[src/rtl/mc_ctrl_pkg.sv]
// mc_ctrl_pkg
//   Shared definitions for the multi-cycle MIPS main control FSM:
//   state encodings, opcode constants, aluop / alu_src_b / pc_source codes,
//   and the packed control word produced by the state decoder.
package mc_ctrl_pkg;

   localparam int OPW = 6;
   localparam int STW = 4;

   typedef enum logic [3:0] {
      S_IDLE     = 4'd0,
      S_FETCH    = 4'd1,
      S_DECODE   = 4'd2,
      S_MEM_ADDR = 4'd3,
      S_MEM_RD   = 4'd4,
      S_MEM_WB   = 4'd5,
      S_MEM_WR   = 4'd6,
      S_EXEC     = 4'd7,
      S_R_WB     = 4'd8,
      S_BRANCH   = 4'd9,
      S_JUMP     = 4'd10,
      S_ADDI_EX  = 4'd11,
      S_ADDI_WB  = 4'd12
   } state_t;

   localparam logic [5:0] OP_RTYPE = 6'b000000;
   localparam logic [5:0] OP_LW    = 6'b100011;
   localparam logic [5:0] OP_SW    = 6'b101011;
   localparam logic [5:0] OP_BEQ   = 6'b000100;
   localparam logic [5:0] OP_J     = 6'b000010;
   localparam logic [5:0] OP_ADDI  = 6'b001000;

   localparam logic [1:0] ALUOP_ADD   = 2'b00;
   localparam logic [1:0] ALUOP_SUB   = 2'b01;
   localparam logic [1:0] ALUOP_FUNCT = 2'b10;

   localparam logic [1:0] SRCB_B       = 2'b00;
   localparam logic [1:0] SRCB_FOUR    = 2'b01;
   localparam logic [1:0] SRCB_IMM     = 2'b10;
   localparam logic [1:0] SRCB_IMM_SH2 = 2'b11;

   localparam logic [1:0] PCSRC_ALU    = 2'b00;
   localparam logic [1:0] PCSRC_ALUOUT = 2'b01;
   localparam logic [1:0] PCSRC_JUMP   = 2'b10;

   typedef struct packed {
      logic       pc_write;
      logic       pc_write_cond;
      logic       i_or_d;
      logic       mem_read;
      logic       mem_write;
      logic       ir_write;
      logic       mem_to_reg;
      logic       reg_dst;
      logic       reg_write;
      logic       alu_src_a;
      logic [1:0] alu_src_b;
      logic [1:0] aluop;
      logic [1:0] pc_source;
      logic       instr_done;
   } ctrl_t;

   localparam int CTRL_W = $bits(ctrl_t);

endpackage

[src/rtl/mc_ctrl_decode.sv]
// mc_ctrl_decode
//   Purely combinational state -> control word decoder (Moore part of the FSM).
//   Ports:
//     state  in   4       current FSM state (state_t encoding)
//     ctrl   out  CTRL_W  packed ctrl_t control word, ungated
//   FETCH reports pc_write/ir_write and MEM_WR reports instr_done unconditionally;
//   the top qualifies them with mem_ready.
module mc_ctrl_decode
   import mc_ctrl_pkg::*;
(
   input  logic [3:0]        state,
   output logic [CTRL_W-1:0] ctrl
);

   ctrl_t cw;

   // Every field defaults to 0 so IDLE and unused encodings drive nothing.
   always_comb begin
      cw = '0;
      case (state_t'(state))
         S_FETCH: begin
            cw.mem_read  = 1'b1;
            cw.alu_src_b = SRCB_FOUR;
            cw.aluop     = ALUOP_ADD;
            cw.pc_source = PCSRC_ALU;
            cw.pc_write  = 1'b1;
            cw.ir_write  = 1'b1;
         end
         S_DECODE: begin
            cw.alu_src_b = SRCB_IMM_SH2;
            cw.aluop     = ALUOP_ADD;
         end
         S_MEM_ADDR: begin
            cw.alu_src_a = 1'b1;
            cw.alu_src_b = SRCB_IMM;
            cw.aluop     = ALUOP_ADD;
         end
         S_MEM_RD: begin
            cw.mem_read = 1'b1;
            cw.i_or_d   = 1'b1;
         end
         S_MEM_WB: begin
            cw.reg_write  = 1'b1;
            cw.mem_to_reg = 1'b1;
            cw.instr_done = 1'b1;
         end
         S_MEM_WR: begin
            cw.mem_write  = 1'b1;
            cw.i_or_d     = 1'b1;
            cw.instr_done = 1'b1;
         end
         S_EXEC: begin
            cw.alu_src_a = 1'b1;
            cw.alu_src_b = SRCB_B;
            cw.aluop     = ALUOP_FUNCT;
         end
         S_R_WB: begin
            cw.reg_write  = 1'b1;
            cw.reg_dst    = 1'b1;
            cw.instr_done = 1'b1;
         end
         S_BRANCH: begin
            cw.alu_src_a     = 1'b1;
            cw.alu_src_b     = SRCB_B;
            cw.aluop         = ALUOP_SUB;
            cw.pc_write_cond = 1'b1;
            cw.pc_source     = PCSRC_ALUOUT;
            cw.instr_done    = 1'b1;
         end
         S_JUMP: begin
            cw.pc_write   = 1'b1;
            cw.pc_source  = PCSRC_JUMP;
            cw.instr_done = 1'b1;
         end
         S_ADDI_EX: begin
            cw.alu_src_a = 1'b1;
            cw.alu_src_b = SRCB_IMM;
            cw.aluop     = ALUOP_ADD;
         end
         S_ADDI_WB: begin
            cw.reg_write  = 1'b1;
            cw.instr_done = 1'b1;
         end
         default: cw = '0;
      endcase
   end

   assign ctrl = cw;

endmodule

[src/rtl/mc_ctrl.sv]
// mc_main_control
//   Main control FSM of the multi-cycle MIPS datapath: sequences fetch, decode,
//   execute, memory and writeback, and drives every datapath enable and mux select.
//   Optional feature macro: MC_CTRL_ADDI_EN (adds the ADDI_EX/ADDI_WB path for
//   opcode 001000; without it ADDI is reported as illegal).
//   Ports:
//     clk, rst_n (async active-low)   opcode (IR[31:26])   mem_ready   zero
//     pc_write, pc_write_cond, i_or_d, mem_read, mem_write, ir_write,
//     mem_to_reg, reg_dst, reg_write, alu_src_a, alu_src_b[1:0], aluop[1:0],
//     pc_source[1:0], instr_done, illegal_op, state_o[STW-1:0]
module mc_main_control
   import mc_ctrl_pkg::*;
#(
   parameter int OPW = 6,
   parameter int STW = 4
) (
   input  logic           clk,
   input  logic           rst_n,
   input  logic [OPW-1:0] opcode,
   input  logic           mem_ready,
   input  logic           zero,
   output logic           pc_write,
   output logic           pc_write_cond,
   output logic           i_or_d,
   output logic           mem_read,
   output logic           mem_write,
   output logic           ir_write,
   output logic           mem_to_reg,
   output logic           reg_dst,
   output logic           reg_write,
   output logic           alu_src_a,
   output logic [1:0]     alu_src_b,
   output logic [1:0]     aluop,
   output logic [1:0]     pc_source,
   output logic           instr_done,
   output logic           illegal_op,
   output logic [STW-1:0] state_o
);

   state_t            state;
   state_t            next_state;
   logic [CTRL_W-1:0] ctrl_bits;
   ctrl_t             cw;

   // The branch decision (pc_write_cond & zero) is formed in the datapath's
   // PC-enable logic, so the controller only passes the flag through lint.
   logic unused_zero;
   assign unused_zero = zero;

   mc_ctrl_decode u_decode (
      .state (state),
      .ctrl  (ctrl_bits)
   );

   assign cw      = ctrl_t'(ctrl_bits);
   assign state_o = STW'(state);

   // State register; reset is asynchronous so every Moore output drops at once.
   always_ff @(posedge clk or negedge rst_n) begin
      if (!rst_n) state <= S_IDLE;
      else        state <= next_state;
   end

   // Next-state logic plus the outputs that depend on inputs as well as state:
   // the FETCH PC/IR load and the SW completion wait for mem_ready, and
   // illegal_op flags an unknown opcode during DECODE.
   always_comb begin
      next_state    = state;
      illegal_op    = 1'b0;
      pc_write      = cw.pc_write  & ((state != S_FETCH)  | mem_ready);
      ir_write      = cw.ir_write  & ((state != S_FETCH)  | mem_ready);
      instr_done    = cw.instr_done & ((state != S_MEM_WR) | mem_ready);
      pc_write_cond = cw.pc_write_cond;
      i_or_d        = cw.i_or_d;
      mem_read      = cw.mem_read;
      mem_write     = cw.mem_write;
      mem_to_reg    = cw.mem_to_reg;
      reg_dst       = cw.reg_dst;
      reg_write     = cw.reg_write;
      alu_src_a     = cw.alu_src_a;
      alu_src_b     = cw.alu_src_b;
      aluop         = cw.aluop;
      pc_source     = cw.pc_source;
      case (state)
         S_IDLE:     next_state = S_FETCH;
         S_FETCH:    if (mem_ready) next_state = S_DECODE;
         S_DECODE: begin
            case (opcode)
               OP_RTYPE:      next_state = S_EXEC;
               OP_LW, OP_SW:  next_state = S_MEM_ADDR;
               OP_BEQ:        next_state = S_BRANCH;
               OP_J:          next_state = S_JUMP;
`ifdef MC_CTRL_ADDI_EN
               OP_ADDI:       next_state = S_ADDI_EX;
`endif
               default: begin
                  next_state = S_FETCH;
                  illegal_op = 1'b1;
               end
            endcase
         end
         S_MEM_ADDR: next_state = (opcode == OP_LW) ? S_MEM_RD : S_MEM_WR;
         S_MEM_RD:   if (mem_ready) next_state = S_MEM_WB;
         S_MEM_WB:   next_state = S_FETCH;
         S_MEM_WR:   if (mem_ready) next_state = S_FETCH;
         S_EXEC:     next_state = S_R_WB;
         S_R_WB:     next_state = S_FETCH;
         S_BRANCH:   next_state = S_FETCH;
         S_JUMP:     next_state = S_FETCH;
         S_ADDI_EX:  next_state = S_ADDI_WB;
         S_ADDI_WB:  next_state = S_FETCH;
         default:    next_state = S_IDLE;
      endcase
   end

endmodule

[config.mk]
export PLATFORM = sky130hd
export DESIGN_NAME = mc_main_control
export DESIGN_NICKNAME = d
export VERILOG_FILES = /design/src/rtl/mc_ctrl_pkg.sv /design/src/rtl/mc_ctrl_decode.sv /design/src/rtl/mc_ctrl.sv
export SDC_FILE = /design/constraint.sdc
export NUM_CORES = 1
export LEC_CHECK = 0
export BUFFER_PORTS_ARGS = -buffer_cell sky130_fd_sc_hd__clkbuf_2
export CAP_MARGIN = 20
export CORE_MARGIN = 2
export CORE_UTILIZATION = 36
export DETAILED_ROUTE_END_ITERATION = 6
export PLACE_DENSITY = 0.72
export SYNTH_ARGS = -nofsm -noshare
export SYNTH_HDL_FRONTEND = slang
export SYNTH_SLANG_ARGS = --single-unit
[constraint.sdc]
create_clock -name clk -period 1.35 [get_ports clk]
set_input_delay 0.27 -clock clk [delete_from_list [all_inputs] [get_ports clk]]
set_output_delay 0.27 -clock clk [all_outputs]
set_load 0.05 [all_outputs]
==> out/metrics.yaml, run 1 <==
async_flop_share_pct: 100
hpwl_um: 1390
synth_nets: 84
clock-root-buffer: "clkbuf_4"
avgSynthCellArea_um2: 6.75
placed_cell_area_um2: 998
postCtsSetupRepairBufs: 6
portBuffers: 30
synth_simple_gate_area_share_pct: 42.1
yosys.area_share.adder_pct: 0
synth_xor_area_share_pct: 3.51
clock_path_buffers: 2
start_util_pct: 38.4
die_y_um: 41.2
clock-sinks: 4
dominantRegCellSynth: "dfrtp_1"
synth_top_family_by_area: "simple AND/OR/NAND/NOR gates"
tool.error: "[ERROR DPL-0038] Utilization greater than 100%, impossible to legalize"
netlist_instances: 74
synth_area_um2: 499
hold_buffers: 1
lastStage: "4_1_cts"
synth_edf_count: 0
h-tree-depth: 1
post_cts_resized: 65
ys_ff_latch: 4
synth_cell_types: 34
gp_congestion: 0.870
yosysSeqAreaShare_pct: 20.1
ios: 32
cts_buffers: 3
fp-row-count: 13
synth_compound_area_share_pct: 26.3
yosysWarnings: 0
muxShareOfSynthArea_pct: 0
die_w_um: 41.2
status: "did not finish"
## logic make-up after synthesis
kind of cell	Yosys count
flip-flops	4
AND/OR/NAND/NOR	40
XOR/XNOR	2
buffers and inverters	9
AO/OA/AOI/OAI	19
## cell usage after synthesis, types with 2 or more instances
cell	number	area (µm²)
nand2_1	5	18.8
inv_1	2	7.51
dfrtp_1	4	100
buf_2	2	10.0
o21ai_1	2	10.0
nand4_1	2	12.5
nand3_1	2	10.0
a21oi_1	4	20.0
clkbuf_1	2	7.51
xnor2_1	2	17.5
nor2_1	12	45.0
nand2b_1	5	31.3
nor2b_1	4	25.0
nor3_1	4	20.0
o21ai_0	3	15.0
## metrics by stage
step	std cells	setup slack, ns	hold slack, ns	util [%]
floorplan	74	-0.668	-0.0256	-
global placement	141	-0.159	0.0752	76.7
detailed placement	141	-0.192	0.0776	76.7
==> run 2: changes to the inputs <==
Settings changed: CORE_AREA from default to 2 2 63 65, CORE_MARGIN 2 to default, CORE_UTILIZATION 36 to default, DIE_AREA from default to 0 0 65 67, PLACE_DENSITY 0.72 to default, PLACE_DENSITY_LB_ADDON from default to 0.15.
Clock period 1.35 ns to 1.8 ns, I/O delays scaled along.
==> run 2 against run 1 <==
Against the previous run:
- the flow now finishes without violations
- synthesized area stayed put
- synthesized cell count stayed put
==> out/metrics.yaml, run 2 <==
drive_gt1_share_pct: 64.3
grt_overflow: 0
clock-sinks: 4  # unchanged
wire_per_inst_um: 11.6
antennaDiodeCount: 0
crit_cells: 4
path_buf_inv: 3
cp_slowest_cell: "dfrtp_2"
synth_xor_area_share_pct: 3.51  # unchanged
largest_reg_flops: 4
synth_area_um2: 499  # unchanged
grt_use_total_pct: 9.22
yosysMostFrequentCell: "nor2_1"
ys_top_cells_by_count: "nor2_1 (12), nand2_1 (5), nand2b_1 (5)"
fin_area_um2: 953
synth_top_family_by_area: "simple AND/OR/NAND/NOR gates"
critPathArrivalTime_ns: 1.38
clock_path_buffers: 2  # unchanged
synth_cell_types: 34  # unchanged
cp-end-kind: "primary output"
cap_violations: 0
netlist_instances: 74  # unchanged
status: "finished clean"
hold_class: "in2reg"
dieArea_um2: 4360
dominantRegCellSynth: "dfrtp_1"
fin_hold_ws_ns: 0.485
finalMaxSlewViolations: 0
firstDrtPassIters: 5
place_inst: 154  # +9.2%
synth_compound_area_share_pct: 26.3  # unchanged
portBuffers: 30  # unchanged
critPathRequiredTime_ns: 1.44
die_y_um: 67  # +62%
fin_crit_ns: 1.74
nets: 124
grt_pass1_wl_um: 3120
h-tree-depth: 1  # unchanged
clk_pin_slew_ns: 0.03
cp_slowest_stage_delay_ns: 0.46
vias: 671
mostFrequentLayoutCells: "clkbuf_2 (20), buf_4 (13), clkbuf_8 (6)"
rsz0062_at_grt: "yes"
drc: 0
cp-start-kind: "flop"
drt_iter0_markers: 36
via_per_inst: 4.19
placed_cell_area_um2: 822  # -18%
synth_top_area_share_pct: 20.1  # unchanged
tightest_slew_ns: 0.312
grt_use_met2_pct: 15.5
synth_simple_gate_area_share_pct: 42.1  # unchanged
hpwl_um: 1500  # +8.1%
max-slew-margin-rel_pct: 79.2
ant_nets: 0
yosys.area_share.adder_pct: 0  # unchanged
grt_max_degree: 11
worstPathCellList: "buf_4 > buf_4 > nor3_4 > clkbuf_8"
cp_max_fo: 6
ios: 32  # unchanged
grt.busiest_layer: "met2"
core_um2: 3610
synth_largest_area_cell: "dfrtp_1"
fin_setup_tns_ns: 0
syn_to_final_growth_pct: 91.0
whs_path_depth: 4
synth_nets: 84  # unchanged
fmax_mhz: 574
cpMostUsedCell: "buf_4"
reg2reg_depth: 5
yosysWarnings: 0  # unchanged
start_util_pct: 13.8  # -25 points
routed_wl_um: 1850
path_delay_family: "buffers and inverters"
grt_antenna_before_repair: 0
die_w_um: 65  # +58%
grtUsageMet3_pct: 0.507
fp-row-count: 22  # +9
cts_tree: "built"
use_met1_pct: 12.1
clock_latency_ns: 0.21
async_flop_share_pct: 100  # unchanged
ys_ff_latch: 4  # unchanged
worstSetupPathType: "reg2out"
clock-root-buffer: "clkbuf_8"
synth_edf_count: 0  # unchanged
yosysSeqAreaShare_pct: 20.1  # unchanged
finalSetupViolations: 0
fin_worst_skew_ns: 0.000783
period_share_pct: 96.9
avgSynthCellArea_um2: 6.75  # unchanged
layout.cells.non_filler: 160
grt_pass1_vias: 669
muxShareOfSynthArea_pct: 0  # unchanged
finalHoldViolCount: 0
cts_buffers: 3  # unchanged
gp_congestion: 0.695  # -20%
layout_commonest_cell: "clkbuf_2"
synth.area.top_cells: "dfrtp_1 (20%), nor2_1 (9.0%), nand2b_1 (6.3%), nor2b_1 (5.0%), a21oi_1 (4.0%)"
==> run 2: cell counts after synthesis <==
No cell type changed its count.
==> run 2: cell type report <==
| cell class | count | area [µm²] |
|---|---|---|
| well taps | 48 | 60.1 |
| multi-input cells | 61 | 460 |
| fillers | 418 | 2650 |
| flip-flops and latches | 4 | 105 |
| repair buffers | 41 | 275 |
| clock buffers | 3 | 41.3 |
| inverters | 3 | 11.3 |
==> run 2: worst paths after layout <==
| check | from | end | slack [ns] |
|---|---|---|---|
| max | state_o[3] | mem_read | 0.06 |
| min | mem_ready | state_o[2] | 0.48 |
| max reg2reg | state_o[1] | state_o[1] | 0.26 |
| min reg2reg | state_o[0] | state_o[2] | 0.71 |
| max in group asynchronous | rst_n | state_o[3] | 1.18 |
| min in group asynchronous | rst_n | state_o[1] | 0.49 |
==> run 2: routing by layer <==
metal / wire, µm / part of all wire [%]
met1: 889 / 48
met2: 841 / 45
met3: 120 / 6.5
met4: 0 / 0
met5: 0 / 0
==> run 2: timing repair <==
item                                   in CTS  in global routing
endpoints found under the hold margin       4                  0
hold buffers                                1                  0
setup buffers                               1                  1
pin swaps                                   0                  1
setup endpoints to repair                  12                 12
gates resized for setup                    14                 16
==> run 2: cells by family after synthesis <==
| group | after synthesis |
|---|---|
| AND/OR/NAND/NOR | 40 |
| AO/OA/AOI/OAI | 19 |
| buffers and inverters | 9 |
| flip-flops | 4 |
| XOR/XNOR | 2 |
==> run 2: per-stage QoR <==
step	worst slack, ns	util, %
CTS	-0.00584	25.6
detailed placement	0.112	22.8
floorplan	-0.308	-
finish	0.0564	26.4
global placement	0.104	22.8
global route	-0.0190	26.4
==> run 2: worst reg2reg max path: cells and delay by family, from the launching register on <==
kind,cells,cell delay [ns]
flip-flops,1,0.39
AND/OR/NAND/NOR,2,0.68
buffers and inverters,1,0.16
AO/OA/AOI/OAI,2,0.18
Power of run 2 is left out: the tool's default activity adds up to more than one toggle a clock period on the data nets, which glitch-free logic cannot reach.
==> run 3: changes to the inputs <==
Settings changed: CELL_PAD_IN_SITES_DETAIL_PLACEMENT from default to 0, CELL_PAD_IN_SITES_GLOBAL_PLACEMENT from default to 1, PLACE_DENSITY_LB_ADDON 0.15 to 0.1.
==> run 3 against run 2 <==
Against the previous run:
- hold slack about the same
- global-route usage increased by 0.40 points
- critical path depth shrank 1
- maximum frequency grew 0.31%
- wire length is 5.5% higher
- largest cell class unchanged
==> out/metrics.yaml, run 3 (synthesized netlist as in run 2, its figures left out) <==
critPathArrivalTime_ns: 1.38  # about the same
hpwl_um: 1570  # +5.1%
clock_path_buffers: 2  # unchanged
fin_hold_ws_ns: 0.484  # -0.000259 ns
grt_overflow: 0  # unchanged
syn_to_final_growth_pct: 106
wl_met2_um: 943  # +12%
max-slew-margin-rel_pct: 81.7  # +2.5 points
grt_use_total_pct: 9.62  # +0.40 points
h-tree-depth: 1  # unchanged
mostFrequentLayoutCells: "clkbuf_2 (19), buf_4 (18), nor2_1 (6)"
cts_buffers: 3  # unchanged
cts_tree: "built"
status: "finished clean"
critPathRequiredTime_ns: 1.44  # about the same
clk_pin_slew_ns: 0.03  # about the same
ant_nets: 0  # unchanged
clock-sinks: 4  # unchanged
hold_class: "in2reg"
wl_met3_um: 81  # -33%
grt_antenna_before_repair: 0  # unchanged
routed_wl_um: 1950  # +5.5%
drive_gt1_share_pct: 65.5  # +1.3 points
firstDrtPassIters: 4  # -1
drt_iter0_markers: 24  # -33%
m1WireLength_um: 927  # +4.3%
cp-start-kind: "flop"
cp_max_fo: 10  # +4
drc: 0  # unchanged
period_share_pct: 96.6  # -0.30 points
die_y_um: 67  # unchanged
largest_reg_flops: 4  # unchanged
cp-end-kind: "primary output"
via_per_inst: 4.10  # -2.3%
finalHoldViolCount: 0  # unchanged
tightest_slew_ns: 0.274  # -0.0376 ns
clock_latency_ns: 0.21  # about the same
ios: 32  # unchanged
cap_violations: 0  # unchanged
worstSetupPathType: "reg2out"
finalSetupViolations: 0  # unchanged
gp_congestion: 0.723  # +4.0%
die_w_um: 65  # unchanged
wire_per_inst_um: 11.7  # +1.0%
clock-root-buffer: "clkbuf_8"
dp_slack_ns: 0.125  # +0.0128 ns
portBuffers: 30  # unchanged
worst_slack_ns: 0.0618  # +0.00542 ns
dieArea_um2: 4360  # unchanged
fp-row-count: 22  # unchanged
layout_commonest_cell: "clkbuf_2"
core_um2: 3610  # unchanged
dr.max_layer_used: "met3"
grt_max_degree: 12  # +1
fmax_mhz: 575  # +0.31%
antennaDiodeCount: 0  # unchanged
start_util_pct: 13.8  # unchanged
vias: 684  # +1.9%
fin_crit_ns: 1.74  # -0.00542 ns
grt_pass1_wl_um: 3290  # +5.5%
nets: 131  # +5.6%
fill_cells: 407  # -2.6%
grt_pass1_vias: 697  # +4.2%
finalMaxSlewViolations: 0  # unchanged
fin_worst_skew_ns: 0.00221  # +0.00143 ns
==> run 3: changes by cell type in the layout (fill, tap and decap cells not counted), moves of 2 or more <==
cell	change
clkbuf_4	+4
buf_4	+5
buf_2	-3
buf_6	+2
==> run 3: path summary, 6_finish.rpt <==
| kind | cells after the start | end | startpoint | slack (ns) |
|---|---|---|---|---|
| worst max-delay path | 3 | alu_src_b[0] | state_o[3] | 0.06 |
| worst min-delay path | 4 | state_o[2] | mem_ready | 0.48 |
| worst max register to register | 5 | state_o[1] | state_o[1] | 0.26 |
| worst min register to register | 2 | state_o[0] | state_o[1] | 0.73 |
| max in group asynchronous | 2 | state_o[0] | rst_n | 1.18 |
| min in group asynchronous | 2 | state_o[2] | rst_n | 0.49 |
==> run 3: area by class of cell <==
cell class | instances | area (µm²) | area share [%]
clock buffer | 3 | 41.3 | 4.02
inverter | 3 | 11.3 | 1.10
multi-input combinational | 61 | 457 | 44.5
sequential | 4 | 105 | 10.2
tap | 48 | 60.1 | 5.85
timing repair buffer | 48 | 352 | 34.3
==> run 3: repair_timing <==
item | CTS | global route
setup endpoints to repair | 10 | 10
hold endpoints to repair | 4 | 0
resized for setup | 12 | 20
setup buffers | 6 | 3
pin swaps | 0 | 1
hold buffers | 1 | 0
==> run 3: routing by layer <==
metal | vias to the layer above | GRT usage [%]
li1 | 353 | -
met1 | 308 | 12.7
met2 | 23 | 16.0
met3 | 0 | 0.845
met4 | 0 | 3.99
met5 | - | 0
==> run 3: worst max-delay path, stage by stage, from the launching register on <==
cell and delay [ns]:
dfrtp_2 0.47, nor2_1 0.25, a21boi_2 0.20, clkbuf_4 0.23
==> run 3: through the flow <==
stage          area, µm²  setup TNS [ns]  util (%)  instances
2_1_floorplan        597          -0.965         -         74
3_3_place_gp         835               0      23.1        154
3_5_place_dp         835               0      23.1        154
4_1_cts              968               0      26.9        164
5_1_grt             1030       -0.000983      28.5        167
6_report            1030               0      28.5        167
Power of run 3 is left out for the same reason.
==> run 4: changes to the inputs <==
Settings changed: ABC_AREA from default to 1.
==> run 4 against run 3 <==
Against the previous run:
- first-iteration DRC count is 13% higher
- maximum frequency is 3.1% lower
- synthesized area shrank 4.0%
- die area unchanged
- utilization decreased by 1.5 points
- critical path depth rose by 3
- synthesized cell count rose by 24%
- critical endpoint is now illegal_op
- register-to-register slack gained 0.20 ns
- highest routed layer is now met4
- via count is 1.2% higher
==> out/metrics.yaml, run 4 <==
layout_commonest_cell: "nand2_1"
fin_setup_tns_ns: 0  # unchanged
drive_gt1_share_pct: 58.6  # -6.9 points
avgSynthCellArea_um2: 5.21  # -23%
mostFrequentLayoutCells: "nand2_1 (23), clkbuf_2 (20), nor2_1 (11), inv_1 (11), buf_4 (8)"
rr_endpoint: "state_o[0]"
worst_slack_ns: 0.00598  # -0.0558 ns
cellLeakagePower_nw: 0.539
synth_nets: 102  # +21%
clk_pin_slew_ns: 0.03  # about the same
ant_nets: 0  # unchanged
powerDensity_nw_per_um2: 1920
ios: 32  # unchanged
ir_drop_v: 0.000595
r2r_start: "state_o[0]"
startpoint: "state_o[0]"
yosysSeqAreaShare_pct: 20.9  # +0.84 points
netlist_instances: 92  # +24%
gp_congestion: 0.756  # +4.6%
synth_top_area_share_pct: 22.7  # +2.7 points
dominantRegCellSynth: "dfrtp_1"
ys_ff_latch: 4  # unchanged
drc: 0  # unchanged
period_share_pct: 99.7  # +3.1 points
worstSetupPathType: "reg2out"
drt_iter0_markers: 27  # +13%
largest_reg_flops: 4  # unchanged
cp-start-kind: "flop"
p_total_mw: 1.86
synth_edf_count: 0  # unchanged
cts_tree: "built"
clock_path_buffers: 2  # unchanged
comb_power_share_pct: 78.5
nets: 145  # +11%
yosysWarnings: 0  # unchanged
critPathRequiredTime_ns: 1.44  # about the same
synth.area.top_cells: "nand2_1 (23%), dfrtp_1 (21%), nor2_1 (15%), inv_1 (11%), nand3_1 (4.2%)"
grt_use_total_pct: 8.13  # -1.5 points
routed_wl_um: 1770  # -9.4%
clkPwrFrac_pct: 9.9
async_flop_share_pct: 100  # unchanged
dieArea_um2: 4360  # unchanged
start_util_pct: 13.3  # -0.56 points
antennaDiodeCount: 0  # unchanged
critPathArrivalTime_ns: 1.43  # +0.05 ns
grt_antenna_before_repair: 0  # unchanged
fmax_mhz: 557  # -3.1%
fin_crit_ns: 1.79  # +0.0558 ns
hpwl_um: 1530  # -2.6%
synth_cell_types: 16  # -53%
clock-root-buffer: "clkbuf_8"
h-tree-depth: 1  # unchanged
rsz0062_at_grt: "yes"
fill_cells: 429  # +5.4%
tightest_slew_ns: 0.277  # +0.00327 ns
reg2reg_depth: 9  # +4
core_um2: 3610  # unchanged
yosysMostFrequentCell: "nand2_1"
ys_top_cells_by_count: "nand2_1 (29), nor2_1 (19), inv_1 (14)"
firstDrtPassIters: 4  # unchanged
finalSetupViolations: 0  # unchanged
hold_class: "in2async"
die_w_um: 65  # unchanged
portBuffers: 30  # unchanged
wire_per_inst_um: 9.77  # -16%
clock_latency_ns: 0.21  # about the same
die_y_um: 67  # unchanged
grt_max_degree: 7  # -5
p_sw_mw: 1.14
finalHoldViolCount: 0  # unchanged
fp-row-count: 22  # unchanged
dp_slack_ns: 0.0864  # -0.0382 ns
max-slew-margin-rel_pct: 81.5  # -0.24 points
p_int_mw: 0.723
cp_max_fo: 6  # -4
via_per_inst: 3.82  # -6.7%
grt_pass1_vias: 632  # -9.3%
worstSetupEndpoint: "illegal_op"
grt_pass1_wl_um: 2680  # -19%
pwr-share-seq_pct: 11.5
cp-end-kind: "primary output"
cts_buffers: 3  # unchanged
grt_overflow: 0  # unchanged
vias: 692  # +1.2%
finalMaxSlewViolations: 0  # unchanged
synth_largest_area_cell: "nand2_1"
clock-sinks: 4  # unchanged
reg2reg_slack_ns: 0.46  # +0.20 ns
status: "finished clean"
syn_to_final_growth_pct: 103
synth_area_um2: 479  # -4.0%
fin_worst_skew_ns: 0.000903  # -0.00131 ns
fin_hold_ws_ns: 0.476  # -0.00865 ns
cap_violations: 0  # unchanged
switching_share_pct: 61.2
[run 4: cell families after synthesis]
family | share of synthesized area, %
simple gates | 53.5
flops | 20.9
compound gates | 9.92
buf+inv | 15.7
[run 4: worst max-delay path, cell delays in order (launching register included)]
cell     delay, ns
dfrtp_2       0.45
inv_2         0.11
nand2_2       0.09
nor2_2        0.15
inv_2         0.08
nor3_4        0.18
buf_8         0.17
[run 4: worst min-delay path by stage]
stage,to,slack (ns),depth (start not counted)
floorplan,state_o[0],0.06,0
global placement,state_o[1],0.17,1
detailed placement,state_o[1],0.17,1
CTS,state_o[1],0.48,2
global route,state_o[3],0.49,2
finish,state_o[1],0.48,2
[run 4: area by class of cell]
cell class                      count  area, µm²  area share, %
Inverter                           18       73.8           7.60
Multi-Input combinational cell     69        429           44.2
Tap cell                           48       60.1           6.19
Clock buffer                        3       41.3           4.25
Sequential cell                     4        105           10.8
Timing Repair Buffer               39        262           26.9
[run 4: through the flow]
stage / utilization, % / area [µm²] / cells
after floorplan: - / 567 / 92
after global placement: 22.0 / 792 / 172
after detailed placement: 22.0 / 792 / 172
after CTS: 25.6 / 925 / 179
after global routing: 26.9 / 971 / 181
final: 26.9 / 971 / 181
[run 4: power groups by stage]
stage                     registers, mW  logic (mW)  clock network [mW]
after CTS                         0.206        1.41               0.190
after detailed placement          0.198        1.28                   0
after global routing              0.224        1.56               0.197
final                             0.215        1.46               0.185
after global placement            0.199        1.29                   0
after floorplan                   0.295       0.887                   0
[run 4: timing repair]
action,4_1_cts,5_1_grt
hold buffers,1,0
pin swaps,2,4
setup endpoints to repair,5,14
hold endpoints to repair,4,0
setup buffers,3,2
resized for setup,16,15
[run 4: metal layers]
metal / up-vias / routed length, µm / global-route usage (%) / part of all wire, %
li1: 362 / - / - / -
met5: - / 0 / 0 / 0
met2: 16 / 859 / 13.8 / 49
met1: 312 / 831 / 10.4 / 47
met4: 0 / 8 / 3.19 / 0.45
met3: 2 / 68 / 1.01 / 3.8
No activity file was read; power rests on OpenSTA's default activity.
